File: src/rtl/cpu24_pkg.sv
// Shared definitions for the 24-bit CPU fetch path: word width, PC constants,
// fetch FSM states and the fetch FIFO payload layout.
package cpu24_pkg;

    localparam int unsigned WORD_W     = 24;
    localparam int unsigned FIFO_DEPTH = 2;

    localparam logic [WORD_W-1:0] PC_STEP  = 24'd3;
    localparam logic [WORD_W-1:0] RESET_PC = 24'd10;

    typedef enum logic [1:0] {
        IDLE   = 2'd0,
        RUN    = 2'd1,
        HALTED = 2'd2
    } fetch_state_e;

    typedef struct packed {
        logic [WORD_W-1:0] instr;
        logic [WORD_W-1:0] pc;
    } fetch_entry_t;

    // Sequential PC advance; the carry out of bit 23 is dropped.
    function automatic logic [WORD_W-1:0] pc_next(input logic [WORD_W-1:0] pc,
                                                   input logic [WORD_W-1:0] step);
        return pc + step;
    endfunction

endpackage

File: src/rtl/fetch_fifo.sv
// Two-entry fall-through FIFO for {instruction, PC} pairs; a push into an empty
// FIFO is visible at the head in the same cycle. Supports push, pop and flush.
module fetch_fifo
    import cpu24_pkg::*;
(
    input  logic         clk_i,
    input  logic         rst_ni,
    input  logic         push_i,
    input  fetch_entry_t push_data_i,
    input  logic         pop_i,
    input  logic         flush_i,
    output logic         head_valid_o,
    output fetch_entry_t head_o,
    output logic [1:0]   count_o
);

    fetch_entry_t mem0_q, mem0_d;
    fetch_entry_t mem1_q, mem1_d;
    logic [1:0]   count_q, count_d;
    logic         pop;

    assign head_valid_o = (count_q != 2'd0) || push_i;
    assign head_o       = (count_q != 2'd0) ? mem0_q : push_data_i;
    assign count_o      = count_q;
    assign pop          = pop_i & head_valid_o;

    always_comb begin
        mem0_d  = mem0_q;
        mem1_d  = mem1_q;
        count_d = count_q;
        if (flush_i) begin
            count_d = '0;
        end else begin
            case (count_q)
                2'd0: begin
                    // A bypassed push that is popped at once is never stored.
                    if (push_i && !pop) begin
                        mem0_d  = push_data_i;
                        count_d = 2'd1;
                    end
                end
                2'd1: begin
                    case ({push_i, pop})
                        2'b11: mem0_d = push_data_i;
                        2'b01: count_d = 2'd0;
                        2'b10: begin
                            mem1_d  = push_data_i;
                            count_d = 2'd2;
                        end
                        default: ;
                    endcase
                end
                default: begin
                    case ({push_i, pop})
                        2'b11: begin
                            mem0_d = mem1_q;
                            mem1_d = push_data_i;
                        end
                        2'b01: begin
                            mem0_d  = mem1_q;
                            count_d = 2'd1;
                        end
                        default: ;
                    endcase
                end
            endcase
        end
    end

    always_ff @(posedge clk_i or negedge rst_ni) begin
        if (!rst_ni) begin
            mem0_q  <= '0;
            mem1_q  <= '0;
            count_q <= '0;
        end else begin
            mem0_q  <= mem0_d;
            mem1_q  <= mem1_d;
            count_q <= count_d;
        end
    end

endmodule

File: src/rtl/instruction_fetch.sv
// Instruction fetch unit: credit-based requests into a 2-entry fetch FIFO with
// redirect flush and halt. Optional IF_PERF_EN adds a saturating FlushCount output.
module instruction_fetch
#(
    parameter logic [cpu24_pkg::WORD_W-1:0] RESET_PC = cpu24_pkg::RESET_PC,
    parameter logic [cpu24_pkg::WORD_W-1:0] PC_STEP  = cpu24_pkg::PC_STEP
)
(
    input  logic        Clock,
    input  logic        Reset_n,
    input  logic        Halt,
    input  logic        Redirect,
    input  logic [23:0] RedirectPC,
    output logic        ImemReq,
    output logic [23:0] ImemAddr,
    input  logic [23:0] ImemData,
    output logic        InstrValid,
    input  logic        InstrReady,
    output logic [23:0] Instr,
    output logic [23:0] InstrPC,
    output logic [23:0] InstrPC3
`ifdef IF_PERF_EN
    ,
    output logic [15:0] FlushCount
`endif
);

    import cpu24_pkg::*;

    fetch_state_e      state_q, state_d;
    logic [WORD_W-1:0] fetch_pc_q, fetch_pc_d;
    logic [WORD_W-1:0] inflight_pc_q, inflight_pc_d;
    logic              inflight_q, inflight_d;

    logic              req;
    logic              push;
    logic              pop;
    logic [1:0]        fifo_count;
    logic [2:0]        credit_used;
    logic              head_valid;
    fetch_entry_t      head;
    fetch_entry_t      push_entry;

    assign pop         = head_valid & InstrReady;
    // A response landing in a redirect cycle is dropped before it reaches the FIFO.
    assign push        = inflight_q & ~Redirect;
    assign push_entry  = '{instr: ImemData, pc: inflight_pc_q};
    assign credit_used = {1'b0, fifo_count} + {2'b00, inflight_q} - {2'b00, pop};

    always_comb begin
        state_d    = state_q;
        req        = 1'b0;
        fetch_pc_d = fetch_pc_q;
        case (state_q)
            IDLE: state_d = RUN;
            RUN: begin
                // Halt suppresses the request in the cycle it rises, not only once HALTED.
                if (Halt) begin
                    state_d = HALTED;
                end else begin
                    req = !Redirect && (credit_used < 3'd2);
                end
            end
            HALTED: begin
                if (!Halt) begin
                    state_d = RUN;
                end
            end
            default: state_d = IDLE;
        endcase

        if (Redirect) begin
            fetch_pc_d = RedirectPC;
        end else if (req) begin
            fetch_pc_d = pc_next(fetch_pc_q, PC_STEP);
        end
    end

    always_comb begin
        inflight_d    = req;
        inflight_pc_d = inflight_pc_q;
        if (req) begin
            inflight_pc_d = fetch_pc_q;
        end
    end

    always_ff @(posedge Clock or negedge Reset_n) begin
        if (!Reset_n) begin
            state_q       <= IDLE;
            fetch_pc_q    <= RESET_PC;
            inflight_q    <= 1'b0;
            inflight_pc_q <= '0;
        end else begin
            state_q       <= state_d;
            fetch_pc_q    <= fetch_pc_d;
            inflight_q    <= inflight_d;
            inflight_pc_q <= inflight_pc_d;
        end
    end

    fetch_fifo u_fetch_fifo (
        .clk_i        (Clock),
        .rst_ni       (Reset_n),
        .push_i       (push),
        .push_data_i  (push_entry),
        .pop_i        (pop),
        .flush_i      (Redirect),
        .head_valid_o (head_valid),
        .head_o       (head),
        .count_o      (fifo_count)
    );

    assign ImemReq    = req;
    assign ImemAddr   = req ? fetch_pc_q : '0;
    assign InstrValid = head_valid;
    assign Instr      = head_valid ? head.instr : '0;
    assign InstrPC    = head_valid ? head.pc : '0;
    assign InstrPC3   = head_valid ? pc_next(head.pc, PC_STEP) : '0;

`ifdef IF_PERF_EN
    logic [15:0] flush_cnt_q, flush_cnt_d;

    always_comb begin
        flush_cnt_d = flush_cnt_q;
        if (Redirect && (flush_cnt_q != 16'hFFFF)) begin
            flush_cnt_d = flush_cnt_q + 16'd1;
        end
    end

    always_ff @(posedge Clock or negedge Reset_n) begin
        if (!Reset_n) begin
            flush_cnt_q <= '0;
        end else begin
            flush_cnt_q <= flush_cnt_d;
        end
    end

    assign FlushCount = flush_cnt_q;
`endif

endmodule
File: config.mk
export PLATFORM = sky130hd
export DESIGN_NAME = instruction_fetch
export DESIGN_NICKNAME = d
export VERILOG_FILES = /design/src/rtl/cpu24_pkg.sv /design/src/rtl/fetch_fifo.sv /design/src/rtl/instruction_fetch.sv
export SDC_FILE = /design/constraint.sdc
export NUM_CORES = 1
export LEC_CHECK = 0
export CAP_MARGIN = 25
export CELL_PAD_IN_SITES_DETAIL_PLACEMENT = 2
export CELL_PAD_IN_SITES_GLOBAL_PLACEMENT = 2
export CORE_MARGIN = 2
export CORE_UTILIZATION = 33
export DETAILED_ROUTE_END_ITERATION = 10
export GPL_ROUTABILITY_DRIVEN = 0
export PLACE_DENSITY_LB_ADDON = 0.08
export SYNTH_ARGS = -nofsm -noshare
export SYNTH_HDL_FRONTEND = slang
export SYNTH_SLANG_ARGS = --single-unit
File: constraint.sdc
create_clock -name Clock -period 7.81 [get_ports Clock]
set_input_delay 1.9525 -clock Clock [delete_from_list [all_inputs] [get_ports Clock]]
set_output_delay 1.9525 -clock Clock [all_outputs]
set_load 0.02 [all_outputs]
## Word level (Yosys, flattened, before mapping)

Index checks and enable logic that the tools add are counted.

- Memory bits (read-only): 0
- Bits in registers: 149
- Bits in writable memories: 0
- Output and inout port bits: 98
- Memories kept: 0
- Bits in latches: 0

- Multipliers: 0
- Div/mod/pow operators: 0
- Multiplexer cells: 23
- Eq/ne operators: 13
- Magnitude comparators: 1
- Reduce and logical (&&, ||, !) cells: 17
- Shift-type cells: 0
- $add $sub $neg: 4
- Bitwise gates (word level): 5

Operators with widths:

| operator | number |
|---|---|
| two-way mux 48 bit | 5 |
| case mux 48 bit (2 select lines) | 2 |
| two-way mux 24 bit | 6 |
| adder 24 x 2 -> 24 bit, second input constant | 2 |
| two-way mux 2 bit | 5 |
| != test 2 bit, second input constant | 4 |
| case mux 2 bit (2 select lines) | 2 |
| AND reduction 4 bit | 2 |
| equality test 2 x 1 -> 1 bit, second input constant | 3 |
| equality test 2 bit, second input constant | 3 |
| case mux 2 bit (3 select lines) | 1 |
| nonzero test 2 bit | 3 |
| zero test 2 bit | 2 |
| != test 4 x 3 -> 1 bit, second input constant | 1 |
| nonzero test 4 bit | 1 |
| adder 2 x 1 -> 3 bit | 1 |
| AND 1 bit | 3 |
| less-than comparator 3 x 2 -> 1 bit, second input constant | 1 |
| != test 3 x 2 -> 1 bit, second input constant | 1 |
| AND reduction 3 bit | 1 |
| nonzero test 3 bit | 1 |
| subtractor 3 x 1 -> 3 bit | 1 |
| logical AND 1 bit | 2 |
| zero test 1 bit | 2 |
| other kinds (6) | 8 |

## Logic depth before layout (Yosys ltp)

Gate-level depths: netlist of run 1.

- Word-level depth: 11
- Depth in mapped cells: 17

## Hierarchy

A second synthesis of run 1 with hierarchy kept.

- Cells, all modules: 747
- Area total of the unflattened synthesis: 8,672.1 µm²

By module, submodules not included:

| module | instances | area each (µm²) | cells each | seq. area each (µm²) |
|---|---|---|---|---|
| fetch_fifo | 1 | 5,039.8 | 329 | 2,452.4 |
| instruction_fetch | 1 | 3,632.2 | 418 | 1,278.7 |

## Worst setup path before layout of run 1

No wires, ideal clock.

- Path kind: input-to-output
- From: input port Redirect
- To: output port ImemAddr[10]
- Stages: 14
- Data arrival time: 5.147 ns
- Path slack: 0.710 ns
- Data required time: 5.858 ns
- Cells stage by stage: inv_1 a21oi_2 clkinv_1 and2_1 ha_1 nand2b_1 fa_1 xor2_1 or4_1 clkbuf_1 inv_1 buf_2 clkbuf_1 and2_1

- Longest elaborated chain between the ends: 10

Ends and longest elaborated chain:

| element | RTL line | source |
|---|---|---|
| from (decl) | instruction_fetch.sv:12 | `input logic Redirect,` |
| inverter 1 bit (no line) | n/a |  |
| AND 1 bit | instruction_fetch.sv:46 | `assign push = inflight_q & ~Redirect;` |
| logical OR 1 bit | fetch_fifo.sv:22 | `assign head_valid_o = (count_q != 2'd0) \|\| push_i;` |
| via InstrValid | instruction_fetch.sv:17 | `output logic InstrValid,` |
| AND 1 bit | instruction_fetch.sv:44 | `assign pop = head_valid & InstrReady;` |
| subtractor 3 x 1 -> 3 bit | instruction_fetch.sv:48 | `assign credit_used = {1'b0, fifo_count} + {2'b00, inflight_q} - {2'b00, pop};` |
| less-than comparator 3 x 2 -> 1 bit | instruction_fetch.sv:61 | `req = !Redirect && (credit_used < 3'd2);` |
| logical AND 1 bit | instruction_fetch.sv:61 |  |
| two-way mux 1 bit | instruction_fetch.sv:58 | `if (Halt) begin` |
| two-way mux 1 bit | instruction_fetch.sv:54 | `case (state_q)` |
| two-way mux 24 bit | instruction_fetch.sv:114 | `assign ImemAddr = req ? fetch_pc_q : '0;` |
| to (decl) | instruction_fetch.sv:15 | `output logic [23:0] ImemAddr,` |

The timed path passes the listed nets, and every way through them passes these cells.

## Final worst setup path of run 1

- From: input port Redirect
- To: output port ImemAddr[23]

- Longest elaborated chain between the ends: 10

Ends and longest elaborated chain:

| element | RTL line |
|---|---|
| inverter 1 bit (no line) | n/a |
| AND 1 bit | instruction_fetch.sv:46 |
| logical OR 1 bit | fetch_fifo.sv:22 |
| AND 1 bit | instruction_fetch.sv:44 |
| subtractor 3 x 1 -> 3 bit | instruction_fetch.sv:48 |
| less-than comparator 3 x 2 -> 1 bit | instruction_fetch.sv:61 |
| logical AND 1 bit (*) | instruction_fetch.sv:61 |
| two-way mux 1 bit (*) | instruction_fetch.sv:58 |
| two-way mux 1 bit (*) | instruction_fetch.sv:54 |
| two-way mux 24 bit (*) | instruction_fetch.sv:114 |

Every way passes the cells marked *; elsewhere a longest branch is shown, timed or not.

==> results of run 1 <==
## power by group through the flow
stage | Combinational, mW | Sequential, mW | Clock, mW
after detailed placement | 0.799 | 1.26 | 0
after global routing | 0.887 | 1.28 | 0.918
final | 0.793 | 1.25 | 0.862
after global placement | 0.753 | 1.24 | 0
after floorplan | 0.525 | 1.13 | 0
after CTS | 0.807 | 1.25 | 0.882
## cells in the final DEF, fill, tap and decap left out, types with 17 or more instances in the layout
| cell | instances |
|---|---|
| o21ai_0 | 76 |
| dfrtp_1 | 146 |
| a22o_1 | 28 |
| clkbuf_16 | 17 |
| and2_1 | 26 |
| mux2i_1 | 68 |
| nand2_1 | 96 |
| clkdlybuf4s50_1 | 149 |
| mux2_2 | 50 |
| nor2_1 | 47 |
| a21o_1 | 29 |
## area by class of cell
| class | count | area [um2] |
|---|---|---|
| clock inverters | 13 | 174 |
| inverters | 10 | 37.5 |
| well taps | 324 | 405 |
| clock buffers | 19 | 443 |
| multi-input cells | 581 | 4050 |
| fillers | 2560 | 13600 |
| repair buffers | 165 | 1660 |
| flip-flops and latches | 149 | 3730 |
## kinds of logic (layout without fill, tap and decap cells)
kind of cell,count (synthesis),after routing,synth area share (%)
multiplexers,118,118,15.5
adder cells (fa/ha/maj),4,4,0.717
AND/OR/NAND/NOR,245,245,15.2
buffers and inverters,63,207,3.29
flip-flops,149,149,46.5
AO/OA/AOI/OAI,202,202,17.5
XOR/XNOR,12,12,1.31
## synth_stat cells (10+ instances only)
master / n / area share [%]
dfrtp_1: 147 / 46
nand2_1: 96 / 4.5
o21ai_0: 76 / 4.7
mux2i_1: 68 / 8.5
mux2_2: 50 / 7.0
nor2_1: 49 / 2.3
clkbuf_1: 32 / 1.5
a21o_1: 29 / 2.7
a22o_1: 28 / 3.1
and2_1: 26 / 2.0
o211ai_1: 13 / 1.2
nand4_1: 12 / 0.94
nand3_1: 11 / 0.69
a21oi_1: 10 / 0.62
buf_2: 10 / 0.62
xnor2_1: 10 / 1.1
## routing by layer
| metal | wire length, um | global-route usage (%) |
|---|---|---|
| met1 | 12700 | 30.2 |
| met4 | 345 | 5.81 |
| met2 | 12600 | 34.4 |
| met5 | 0 | 0 |
| met3 | 1170 | 4.16 |
## worst min-delay path: cells and delay by family, from the launching register on
kind	cells	cell delay, ns
DFF	1	0.34
AOI/OAI and AO/OA	1	0.07
and+or+nand+nor	1	0.05
## sequential cells by signal, indices dropped and copies added (netlist names)
signal,flops
u_fetch_fifo.mem1_q,48
inflight_pc_q,24
u_fetch_fifo.mem0_q,48
state_q,2
inflight_q,1
u_fetch_fifo.count_o,2
fetch_pc_q,24
## path summary, 6_finish.rpt
| path | start | end | slack [ns] | depth (start not counted) |
|---|---|---|---|---|
| max in group asynchronous | Reset_n | fetch_pc_q[3] | 5.00 | 3 |
| min in group asynchronous | Reset_n | u_fetch_fifo.mem0_q[15] | 1.51 | 1 |
| setup reg to reg | u_fetch_fifo.count_o[1] | fetch_pc_q[18] | 3.87 | 13 |
| hold reg to reg | u_fetch_fifo.mem0_q[22] | u_fetch_fifo.mem0_q[22] | 0.49 | 2 |
| setup / recovery | Redirect | ImemAddr[23] | 0.26 | 14 |
| hold / removal | u_fetch_fifo.mem0_q[22] | u_fetch_fifo.mem0_q[22] | 0.49 | 2 |
## metrics by stage
stage               hold slack, ns  total power [mW]  utilization [%]  worst slack, ns
floorplan                    0.444              1.66                -            0.710
CTS                          0.492              2.94             43.5            0.212
finish                       0.489              2.90             43.6            0.256
global route                 0.519              3.09             43.6           0.0381
global placement             0.458              1.99             40.8            0.382
detailed placement           0.477              2.06             40.9            0.226
==> results.py, run 1 <==
metrics = {
    "routing": {
        "drc": 0,
        "vias": 6882,
        "drt_wl_total_um": 26800,
        "dr.pass1.iters": 4,
        "vias_per_cell": 5.46,
        "routedWlPerCell_um": 21.3,
        "drtIter0Drc": 263,
        "drtAntennaViolNets": 0,
    },
    "floorplan": {
        "pin_count": 151,
        "start_util_pct": 33.3,
        "core_area_um2": 24100,
        "die_area_um2": 25600,
        "rows": 57,
        "die_y_um": 160,
        "fp.dieW_um": 160,
    },
    "worst_setup_path": {
        "cp.arrival_ns": 5.60,
        "cpMaxStageDelayCell": "clkdlybuf4s50_1",
        "critPathKind": "primary input to output port",
        "path_cells": "clkdlybuf4s50_1 > inv_1 > a21oi_2 > clkinv_1 > and2_1 > ha_1 > nand2b_1 > fa_1 > xor2_1 > or4_1 > inv_1 > buf_12 > and2_1 > clkdlybuf4s50_1",
        "critPathMaxFanout": 38,
        "start_kind": "primary input",
        "path_buf_inv": 6,
        "slowest_delay_ns": 0.63,
        "end_kind": "output port",
        "cpLargestDelayFamily": "buffers and inverters",
        "required_ns": 5.86,
    },
    "synth": {
        "synth_seq_cells": 149,
        "synth_edf_count": 0,
        "syn_nets": 850,
        "synth_area_um2": 8030,
        "yosysUniqueCellTypes": 67,
        "synth-main-ff-cell": "dfrtp_1",
        "ys_warn_count": 0,
        "netlist_instances": 793,
        "synthArstFlopShare_pct": 100,
        "syn_area_per_cell_um2": 10.1,
        "synth.yosys.seq_area_share_pct": 46.5,
    },
    "timing": {
        "maxSlewHeadroom_pct": 34.7,
        "finalHoldViolCount": 0,
        "slew_violations": 0,
        "fin_skew_ns": 0.0138,
        "tns_ns": 0,
        "post-route-period-util_pct": 96.7,
        "fmax_mhz": 132,
        "finalSetupViolCount": 0,
        "rsz0062_at_grt": "no",
        "worst-slew-pin-transition_ns": 0.973,
        "fin_crit_ns": 7.55,
    },
    "cells_and_area": {
        "syn_to_final_growth_pct": 30.9,
        "drive_gt1_share_pct": 12.5,
        "stdcell_count": 1261,
        "final_nets": 981,
        "final_area_um2": 10500,
        "antennaDiodeCount": 0,
    },
    "power_and_ir_drop": {
        "power.leakage_nw": 4.37,
        "p_int_mw": 1.87,
        "pwr-share-clk_pct": 29.7,
        "combPwrFrac_pct": 27.3,
        "seqPwrFrac_pct": 43.0,
        "netSwitchingPower_mw": 1.04,
        "ir_drop_uv": 160,
        "swShare_pct": 35.7,
        "power_density_nw_per_um2": 276,
    },
    "global_route": {
        "grt_overflow_total": 0,
        "grt_start_max_net_pins": 69,
        "grt_pass1_vias": 7537,
        "grt_use_total_pct": 21.6,
        "grt_first_pass_wirelength_um": 43600,
        "antenna_found_initial": 0,
    },
    "clock_network": {
        "clockRootBuffer": "clkbuf_16",
        "clk-insertion-delay-late_ns": 0.42,
        "clock_sinks": 149,
        "cts.reportedPaths.clkPinSlew_ns": 0.06,
        "cts_buffers": 17,
        "htreeDepth": 4,
        "holdBufCountCts": 0,
        "cts_tree": "built",
        "postCtsResizedCells": 0,
        "post_cts_buffers": 0,
        "clock_path_buffers": 2,
    },
    "place": {
        "dpl.hpwl_um": 19000,
        "io_buffers": 150,
        "place_area_um2": 9870,
        "dpl.cell_count": 1228,
    },
    "outcome": {
        "outcome": "complete, no violations",
    },
    "worst_hold_path": {
        "hp-class": "register to register",
    },
    "flow_run": {
        "cap_violations": 0,
    },
}
No activity file was read; power rests on OpenSTA's default activity.
==> run 2: changes to the inputs <==
- TNS_END_PERCENT: not set -> 10
==> results of run 2 <==
The final DEF is identical to that of run 1; final timing and power are the same.
